**src/rtl/scroll_pkg.sv**
```systemverilog
// Shared types and defaults for the digit-window scroll controller.
// Debouncer state codes are fixed at 2 bits.
package scroll_pkg;

    typedef enum logic [1:0] {
        RELEASED     = 2'b00,
        PRESS_WAIT   = 2'b01,
        HELD         = 2'b10,
        RELEASE_WAIT = 2'b11
    } db_state_t;

    localparam int DEF_TICK_DIV       = 30000;
    localparam int DEF_DEBOUNCE_TICKS = 4;

endpackage

```
**src/rtl/btn_debounce.sv**
```systemverilog
// Two-flop synchroniser plus tick-sampled debouncer for one push-button.
// press pulses for one clk cycle each time the button qualifies as held.
module btn_debounce
    import scroll_pkg::*;
#(
    parameter int DEBOUNCE_TICKS = DEF_DEBOUNCE_TICKS
) (
    input  logic clk,
    input  logic rst,
    input  logic tick,
    input  logic raw,
    output logic press
);

    localparam int CNT_W = $clog2(DEBOUNCE_TICKS + 1);
    localparam logic [CNT_W-1:0] LAST = CNT_W'(DEBOUNCE_TICKS - 1);

    logic [1:0]       sync;
    db_state_t        state;
    logic [CNT_W-1:0] count;

    always_ff @(posedge clk) begin
        if (rst) begin
            sync  <= '0;
            state <= RELEASED;
            count <= '0;
            press <= 1'b0;
        end else begin
            sync  <= {sync[0], raw};
            press <= 1'b0;
            if (tick) begin
                unique case (state)
                    RELEASED: begin
                        if (sync[1]) begin
                            if (DEBOUNCE_TICKS == 1) begin
                                state <= HELD;
                                count <= '0;
                                press <= 1'b1;
                            end else begin
                                state <= PRESS_WAIT;
                                count <= CNT_W'(1);
                            end
                        end
                    end
                    PRESS_WAIT: begin
                        if (!sync[1]) begin
                            state <= RELEASED;
                            count <= '0;
                        end else if (count == LAST) begin
                            state <= HELD;
                            count <= '0;
                            press <= 1'b1;
                        end else begin
                            count <= count + CNT_W'(1);
                        end
                    end
                    HELD: begin
                        if (!sync[1]) begin
                            if (DEBOUNCE_TICKS == 1) begin
                                state <= RELEASED;
                                count <= '0;
                            end else begin
                                state <= RELEASE_WAIT;
                                count <= CNT_W'(1);
                            end
                        end
                    end
                    RELEASE_WAIT: begin
                        if (sync[1]) begin
                            state <= HELD;
                            count <= '0;
                        end else if (count == LAST) begin
                            state <= RELEASED;
                            count <= '0;
                        end else begin
                            count <= count + CNT_W'(1);
                        end
                    end
                endcase
            end
        end
    end

endmodule

```
**src/rtl/scroll_ctrl.sv**
```systemverilog
// Digit-window scroll controller: debounced left/right buttons move pos.
// Define SCROLL_WRAP_EN to wrap around at the ends instead of clamping.
module scroll_ctrl
    import scroll_pkg::*;
#(
    parameter int NUM_POS        = 3,
    parameter int TICK_DIV       = DEF_TICK_DIV,
    parameter int DEBOUNCE_TICKS = DEF_DEBOUNCE_TICKS,
    localparam int POS_W         = $clog2(NUM_POS)
) (
    input  logic             clk,
    input  logic             rst,
    input  logic             clear,
    input  logic             right_but,
    input  logic             left_but,
    output logic [POS_W-1:0] pos,
    output logic             at_home,
    output logic             at_end,
    output logic             step
);

    localparam int TW = $clog2(TICK_DIV);
    localparam logic [TW-1:0]    TICK_LAST = TW'(TICK_DIV - 1);
    localparam logic [POS_W-1:0] POS_LAST  = POS_W'(NUM_POS - 1);

    logic [TW-1:0] tcnt;
    logic          tick;
    logic          right_press;
    logic          left_press;

    assign tick = (tcnt == TICK_LAST);

    always_ff @(posedge clk) begin
        if (rst || tick) begin
            tcnt <= '0;
        end else begin
            tcnt <= tcnt + TW'(1);
        end
    end

    btn_debounce #(.DEBOUNCE_TICKS(DEBOUNCE_TICKS)) u_right (
        .clk   (clk),
        .rst   (rst),
        .tick  (tick),
        .raw   (right_but),
        .press (right_press)
    );

    btn_debounce #(.DEBOUNCE_TICKS(DEBOUNCE_TICKS)) u_left (
        .clk   (clk),
        .rst   (rst),
        .tick  (tick),
        .raw   (left_but),
        .press (left_press)
    );

    // clear wins over any press arriving on the same edge
    always_ff @(posedge clk) begin
        if (rst) begin
            pos  <= '0;
            step <= 1'b0;
        end else begin
            step <= 1'b0;
            if (clear) begin
                pos <= '0;
            end else if (right_press && !left_press) begin
                if (pos != POS_LAST) begin
                    pos  <= pos + POS_W'(1);
                    step <= 1'b1;
                end
`ifdef SCROLL_WRAP_EN
                else begin
                    pos  <= '0;
                    step <= 1'b1;
                end
`endif
            end else if (left_press && !right_press) begin
                if (pos != '0) begin
                    pos  <= pos - POS_W'(1);
                    step <= 1'b1;
                end
`ifdef SCROLL_WRAP_EN
                else begin
                    pos  <= POS_LAST;
                    step <= 1'b1;
                end
`endif
            end
        end
    end

    assign at_home = (pos == '0);
    assign at_end  = (pos == POS_LAST);

endmodule

```
**config.mk**
```make
export PLATFORM = sky130hd
export DESIGN_NAME = scroll_ctrl
export DESIGN_NICKNAME = d
export VERILOG_FILES = /design/src/rtl/scroll_pkg.sv /design/src/rtl/btn_debounce.sv /design/src/rtl/scroll_ctrl.sv
export SDC_FILE = /design/constraint.sdc
export NUM_CORES = 1
export LEC_CHECK = 0
export ABC_CLOCK_PERIOD_IN_PS = 1900
export BUFFER_PORTS_ARGS = -buffer_cell sky130_fd_sc_hd__buf_2
export CAP_MARGIN = 0
export CORE_AREA = 2 2 57 59
export DETAILED_ROUTE_END_ITERATION = 10
export DIE_AREA = 0 0 59 61
export PLACE_DENSITY = 0.72
export SETUP_SLACK_MARGIN = 0.2
export SLEW_MARGIN = 15
export SYNTH_ARGS = -nofsm -noshare
export SYNTH_HDL_FRONTEND = slang
export SYNTH_SLANG_ARGS = --single-unit
```
**constraint.sdc**
```tcl
create_clock -name clk -period 1.9 [get_ports clk]
set_clock_uncertainty 0.05 [all_clocks]
set_input_delay 0.38 -clock clk [delete_from_list [all_inputs] [get_ports clk]]
set_output_delay 0.38 -clock clk [all_outputs]
set_load 0.1 [all_outputs]
```
---- Word-level counts from Yosys, hierarchy flattened ----
Cells that the tools add are included.
storage, ports and cells
  bits in registers ....................... 34
  latch bits .............................. 0
  memory bits (writable) .................. 0
  memory bits (read-only) ................. 0
  logic and storage cells ................. 96
  memories kept ........................... 0
cells by class
  add/subtract/negate cells ............... 5
  multipliers ............................. 0
  divide/modulo/power cells ............... 0
  $lt $le $gt $ge ......................... 0
  equality and inequality tests ........... 20
  shift-type cells ........................ 0
  multiplexer cells ....................... 36
  bitwise operators ....................... 5
  reduce and logical (&&, ||, !) cells .... 19
operators by type and width
  cell                                                                      number
  2-bit 2-to-1 mux                                                          16
  3-bit 2-to-1 mux                                                          10
  3-bit case mux with 4 select lines                                        2
  2-bit case mux with 4 select lines                                        2
  15-bit by 1-bit adder with 15-bit output (second input constant)          1
  15-bit == test (second input constant)                                    1
  2-bit == test (second input constant)                                     5
  5-bit AND reduction                                                       2
  3-bit AND reduction                                                       3
  4-bit OR reduction                                                        2
  3-bit by 1-bit adder with 3-bit output (second input constant)            2
  3-bit by 2-bit == test with 1-bit output (second input constant)          2
  2-bit zero test                                                           3
  1-bit 2-to-1 mux                                                          6
  2-bit by 1-bit inequality test with 1-bit output (second input constant)  3
  2-bit inequality test (second input constant)                             3
  3-bit by 1-bit inequality test with 1-bit output (second input constant)  2
  3-bit inequality test (second input constant)                             2
  2-bit nonzero test                                                        3
  1-bit NOT                                                                 5
  2-bit by 1-bit == test with 1-bit output (second input constant)          2
  2-bit by 1-bit adder with 2-bit output (second input constant)            1
  1-bit logical AND                                                         2
  1-bit zero test                                                           2
  other kinds (3)                                                           3

---- Logic depth before layout (Yosys ltp) ----
Gate-level depths: netlist of run 1.
  word-level depth ........................ 4
  depth in mapped cells ................... 7
  gate-level depth less buffers ........... 6

---- Hierarchy ----
A second synthesis of run 1 with hierarchy kept.
unflattened totals
  cell total of the unflattened synthesis .. 165
  area total of the unflattened synthesis .. 1,524.0 µm²
by module, submodules not included
  module        times used  cells an instance  area each (µm²)
  scroll_ctrl   1           97                 853.3
  btn_debounce  2           34                 335.3

---- Worst setup path after synthesis of run 1 ----
No wires, ideal clock.
  path type ............................... reg2out
  from .................................... register pos[1]
  to ...................................... output at_end
  arrival time ............................ 2,461 ps
  data required time ...................... 1,470 ps
  path slack .............................. -991 ps
  cell stages (with the launch flop) ...... 2
  path through ............................ dfxtp_1 -> nor2b_1
between the ends
  word-level cells in the longest chain between the ends .. 1
ends and longest elaborated chain
  element                 RTL line           RTL
  from (decl)             scroll_ctrl.sv:16  output logic [POS_W-1:0] pos,
  from (signal assigned)  scroll_ctrl.sv:68  pos <= pos + POS_W'(1);
  from (signal assigned)  scroll_ctrl.sv:79  pos <= pos - POS_W'(1);
  2-bit == test           scroll_ctrl.sv:93  assign at_end = (pos == POS_LAST);
  to (decl)               scroll_ctrl.sv:18  output logic at_end,
No other way between the ends.

---- Final worst setup path of run 1 ----
  from .................................... register tcnt[6]
  to ...................................... register tcnt[8]
between the ends
  word-level cells in the longest chain between the ends .. 2
ends and longest elaborated chain
  element                                                                                           RTL line           RTL
  from (decl)                                                                                       scroll_ctrl.sv:26  logic [TW-1:0] tcnt;
  from (signal assigned)                                                                            scroll_ctrl.sv:37  tcnt <= tcnt + TW'(1);
  parallel branches: the longest is 2 deep, another holds 15-bit by 1-bit adder with 15-bit output  n/a
Several ways; the timed one is not identified.
A chain may end at the register's enable or synchronous reset.

==> flow_metrics.tcl, run 1 <==
set metrics [dict create \
    outcome "finished, final reports clean" \
    setup_violations 0 \
    h-tree-depth 2 \
    syn_area_per_cell_um2 9.02 \
    critPathMaxStageDelay_ns 0.57 \
    critPathMaxFanout 7 \
    pre_cts_slack_ns 0.0105 \
    share_comb_of_total_power_pct 4.0 \
    nFillCells 262 \
    via_count 1317 \
    final_layout_size_suffix_gt1_share_pct 30.2 \
    yosysSeqAreaShare_pct 44.4 \
    setup_slack_ns 0.0581 \
    fin_util_pct 63.6 \
    power.total_mw 1.20 \
    synth.cell_area_um2 1530 \
    hold_path.class "primary input to flip-flop" \
    dp_hpwl_um 2140 \
    synth_most_common_cell "dfxtp_1" \
    nNetsFinal 208 \
    rows 20 \
    synth_seq_cells 34 \
    ys_top_cells_by_count "dfxtp_1, nor2_1, xnor2_1, a21oi_1, inv_1" \
    power_frac_seq_pct 60.5 \
    p_switching_mw 0.283 \
    grt_max_degree 23 \
    ios 10 \
    io_buffers 9 \
    track_usage_pct 20.6 \
    gp_congestion 0.867 \
    period_share_pct 96.9 \
    wl_um 3380 \
    antenna_found_initial 0 \
    critical_path_class "flip-flop to flip-flop" \
    cts_tree "built" \
    grt_busiest_layer "met2" \
    critPathRequiredTime_ns 2.09 \
    synth_enable_flop_cells 0 \
    report.final.hold_viol_count 0 \
    crit_arrival_ns 2.03 \
    power.internal_mw 0.921 \
    power_density_nw_per_um2 641 \
    swShare_pct 23.5 \
    synth_area_leader_cell "dfxtp_1" \
    critPathTopFamily "simple AND/OR/NAND/NOR gates" \
    synth-async-reset-ratio_pct 0 \
    worstSetupStartpointType "flip-flop" \
    tns_ns 0 \
    synthToLayoutAreaGrowth_pct 22.5 \
    tightest_slew_ns 0.487 \
    die-area_um2 3600 \
    antenna_left 0 \
    hold_buffers 0 \
    worst_path_max_delay_cell "or4b_4" \
    synthFlopType "dfxtp_1" \
    ys_types 32 \
    grt_pass1_wl_um 5510 \
    cts_buffer_depth 2 \
    drt_pass1_iterations 4 \
    drv_slew 0 \
    cap_viol_max_count 0 \
    ff2ff_path_depth 4 \
    grt_pass1_vias 1264 \
    fin_crit_ns 1.84 \
    cts_sinks 34 \
    avgViaCountPerCell 5.68 \
    hold_depth 2 \
    grt_use_met3_pct 6.82 \
    pwr-share-clk_pct 35.5 \
    clock_latency_ns 0.34 \
    synth_nets 180 \
    leakage_nw 0.684 \
    ys_warn_count 0 \
    path_buf_inv 0 \
    slew_headroom_pct 67.7 \
    cts_inserted_buffers 5 \
    grt_use_met1_pct 22.3 \
    crit_cells 4 \
    clock.fmax_mhz 543 \
    synth_top_area_share_pct 44.4 \
    die_x_um 59 \
    initial_core_util_pct 51.9 \
    drc 0 \
    drtIter0Drc 55 \
    worstPathCellList "or4b_4 -> or4_4 -> nand2b_4 -> nor2_1" \
    coreArea_um2 2950 \
    syn_inst 170 \
    grt_use_met2_pct 36.0 \
    die_h_um 61 \
    diodes 0 \
    endpoint_kind "flip-flop" \
    rsz0062_at_grt "true" \
    cts_root_buf "clkbuf_4" \
    ir_worst_vdd_uv 403 \
    path_clk_slew_ns 0.11 \
    globalRouteOverflowTotal 0 \
    wl_per_cell_um 14.6 \
    ys_top_cells_by_area "dfxtp_1, xnor2_1, nor2_1, ha_1, a21oi_1" \
]
registers in the layout, indices dropped and copies added, names as in the netlist, named ones only:
signal         count
u_right.count      3
u_right.state      1
step               1
u_right.sync       2
u_right.press      1
u_left.count       3
u_left.press       1
u_left.state       1
u_left.sync        2
tcnt              15
pos                2
power groups by stage:
| stage | Sequential, mW | Combinational (mW) | Clock, mW |
|---|---|---|---|
| floorplan | 0.743 | 0.0291 | 0 |
| global placement | 0.744 | 0.0344 | 0 |
| detailed placement | 0.744 | 0.0354 | 0 |
| CTS | 0.728 | 0.0423 | 0.433 |
| global route | 0.730 | 0.0538 | 0.468 |
| finish | 0.729 | 0.0480 | 0.427 |
path summary, 6_finish.rpt:
check,from,endpoint,slack (ns)
worst max-delay path,tcnt[6],tcnt[8],0.06
worst min-delay path,clear,pos[1],0.17
worst max register to register,tcnt[6],tcnt[8],0.06
worst min register to register,u_right.sync[0],u_right.sync[1],0.40
cells in the final DEF, fill, tap and decap left out, drive strengths merged:
master and instances:
a21boi 1, xnor2 11, clkinv 1, or3b 1
nor2b 7, a311oi 2, nor2 23, nor3b 1
or4b 1, nand3b 4, nand3 8, a21oi 10
nand2b 5, a2111oi 1, and2 2, nor4 8
nand2 7, clkbuf 9, nor3 5, a211oi 2
inv 9, or4 3, dfxtp 34, buf 21
xor2 5, or2 1, o21ai 6, ha 5
nand4 6
per-stage QoR:
step | cells | hold slack, ns | area (um2)
floorplan | 170 | 0.352 | 1560
global placement | 217 | 0.363 | 1680
detailed placement | 217 | 0.379 | 1680
CTS | 231 | 0.159 | 1820
global route | 232 | 0.165 | 1880
finish | 232 | 0.166 | 1880
routing by layer:
layer / wire length, um / vias up / share of wire [%]
met4: 57 / 0 / 1.7
met1: 1480 / 625 / 44
met3: 132 / 11 / 3.9
met2: 1710 / 29 / 51
met5: 0 / - / 0
li1: - / 652 / -
logic make-up (layout without fill, tap and decap cells):
group / after synthesis / after routing / share of synthesized area, %
and+or+nand+nor: 80 / 82 / 29.6
DFF: 34 / 34 / 44.4
AOI/OAI and AO/OA: 22 / 22 / 8.40
xor gates and xnor gates: 16 / 16 / 9.14
buffers and inverters: 13 / 40 / 4.40
adders and majority gates: 5 / 5 / 4.08
what timing repair did:
item / 4_1_cts / 5_1_grt
cloned: 2 / 0
setup buffers: 4 / 1
resized for setup: 13 / 16
setup endpoints to repair: 27 / 28
pin swaps: 9 / 5
cell type report:
cell class	instances	area (um2)	share of cell area [%]
flip-flops and latches	34	691	36.8
clock buffers	7	55.1	2.93
multi-input cells	125	892	47.5
clock inverters	1	5.00	0.266
repair buffers	23	161	8.59
well taps	33	41.3	2.20
inverters	9	33.8	1.80
No activity file was read; power rests on OpenSTA's default activity.
==> run 2: changes to the inputs <==
--- a/config.mk
+++ b/config.mk
@@ -11,7 +11,7 @@
 export CORE_AREA = 2 2 57 59
 export DETAILED_ROUTE_END_ITERATION = 10
 export DIE_AREA = 0 0 59 61
-export PLACE_DENSITY = 0.72
+export PLACE_DENSITY = 0.8
 export SETUP_SLACK_MARGIN = 0.2
 export SLEW_MARGIN = 15
 export SYNTH_ARGS = -nofsm -noshare
==> flow_metrics.tcl, run 2 (synthesis gave the netlist of run 1 again) <==
set metrics [dict create \
    slew_headroom_pct 61.6 \
    synthToLayoutAreaGrowth_pct 22.8 \
    globalRouteOverflowTotal 0 \
    gp_congestion 0.850 \
    largest_reg_flops 15 \
    drv_slew 0 \
    hold_buffers 0 \
    placed_area_um2 1680 \
    mostFrequentLayoutCells "dfxtp_1, buf_4, xnor2_1, a21oi_1, nor2_2" \
    hold_ws_ns 0.162 \
    critPathMaxFanout 5 \
    die_h_um 61 \
    hold_path.class "primary input to flip-flop" \
    antenna_found_initial 0 \
    pre_cts_slack_ns 0.00360 \
    r2r_start "tcnt[11]" \
    power_density_nw_per_um2 635 \
    critPathRequiredTime_ns 2.12 \
    fin_crit_ns 1.88 \
    leakage_nw 0.668 \
    initial_core_util_pct 51.9 \
    cap_viol_max_count 0 \
    rows 20 \
    worst_path_max_delay_cell "or4b_4" \
    place_inst 218 \
    ff2ff_path_depth 3 \
    top_register "tcnt" \
    setup_slack_ns 0.0234 \
    dp_hpwl_um 2290 \
    r2r-end "u_left.press" \
    setup_violations 0 \
    rsz0062_at_grt "true" \
    cts_root_buf "clkbuf_4" \
    wl_per_cell_um 15.0 \
    cts_buffer_depth 2 \
    final_area_um2 1880 \
    reg.largest.list "tcnt x15, u_left.count x3, u_right.count x3" \
    track_usage_pct 22.3 \
    cts_sinks 34 \
    via_count 1319 \
    fin_cells 231 \
    grt_pass1_vias 1327 \
    drt_pass1_iterations 4 \
    hold_depth 2 \
    period_share_pct 98.8 \
    wl_um 3460 \
    ios 10 \
    h-tree-depth 2 \
    tightest_slew_ns 0.571 \
    die_x_um 59 \
    min_from "clear" \
    worstPathCellList "or4b_4 -> or4_1 -> nor4_1" \
    die-area_um2 3600 \
    diodes 0 \
    coreArea_um2 2950 \
    final_common_cell "dfxtp_1" \
    outcome "finished, final reports clean" \
    avgViaCountPerCell 5.71 \
    critical_path_class "flip-flop to flip-flop" \
    min_to "pos[0]" \
    critPathMaxStageDelay_ns 0.58 \
    path_clk_slew_ns 0.10 \
    tns_ns 0 \
    clock_latency_ns 0.35 \
    io_buffers 9 \
    ir_worst_vdd_uv 505 \
    final_layout_size_suffix_gt1_share_pct 30.8 \
    cts_tree "built" \
    grt_pass1_wl_um 5920 \
    nNetsFinal 207 \
    clock.fmax_mhz 533 \
    drc 0 \
    worstSetupStartpointType "flip-flop" \
    cts_inserted_buffers 5 \
    reg2reg_slack_ns 0.02 \
    crit_arrival_ns 2.09 \
    power.total_mw 1.20 \
    report.final.hold_viol_count 0 \
    endpoint_kind "flip-flop" \
    grt_max_degree 23 \
    fin_util_pct 63.8 \
    drtIter0Drc 60 \
    antenna_left 0 \
]
==> run 2: cell types whose count changed in the layout (fill, tap and decap cells not counted), moves of 2 or more <==
cell,before,now
dfxtp_2,5,3
nor2_4,2,4
o21ai_1,4,2
nor2_1,15,9
nor2_2,6,10
o21ai_0,2,4
==> run 2: worst max-delay path, delay by kind of cell, from the launching register on <==
family	cells	cell delay [ns]
simple gates	3	1.40
flops	1	0.35
==> run 2: layout make-up <==
| type | count | area, um2 |
|---|---|---|
| multi-input cells | 125 | 896 |
| well taps | 33 | 41.3 |
| inverters | 9 | 33.8 |
| fillers | 253 | 1070 |
| clock buffers | 7 | 55.1 |
| repair buffers | 22 | 160 |
| flip-flops and latches | 34 | 692 |
| clock inverters | 1 | 5.00 |
==> run 2: power breakdown <==
group / switching [mW] / internal [mW]
clock: 0.244 / 0.179
combinational: 0.0284 / 0.0185
sequential: 0.00624 / 0.719
==> run 2: worst max-delay path by stage <==
stage	startpoint	to	slack (ns)	depth (start not counted)
final	tcnt[11]	u_left.press	0.02	3
after global routing	tcnt[11]	u_right.count[1]	-0.02	6
after CTS	tcnt[11]	tcnt[6]	0.02	4
after detailed placement	tcnt[11]	u_right.press	0.004	3
after global placement	tcnt[11]	u_left.press	0.05	3
after floorplan	tcnt[11]	tcnt[11]	0.05	6
==> run 2: routing by layer <==
layer  wire length [um]  up-vias  global-route usage [%]
li1                   -      653                       -
met1               1350      619                    22.3
met2               1850       34                    40.3
met3                154       13                    8.74
met4                107        0                    11.4
met5                  0        -                       0
==> run 2: timing repair <==
item	CTS	global route
pin swaps	9	5
resized for setup	16	17
setup buffers	3	0
endpoints found under the setup margin	28	28
cloned	2	0
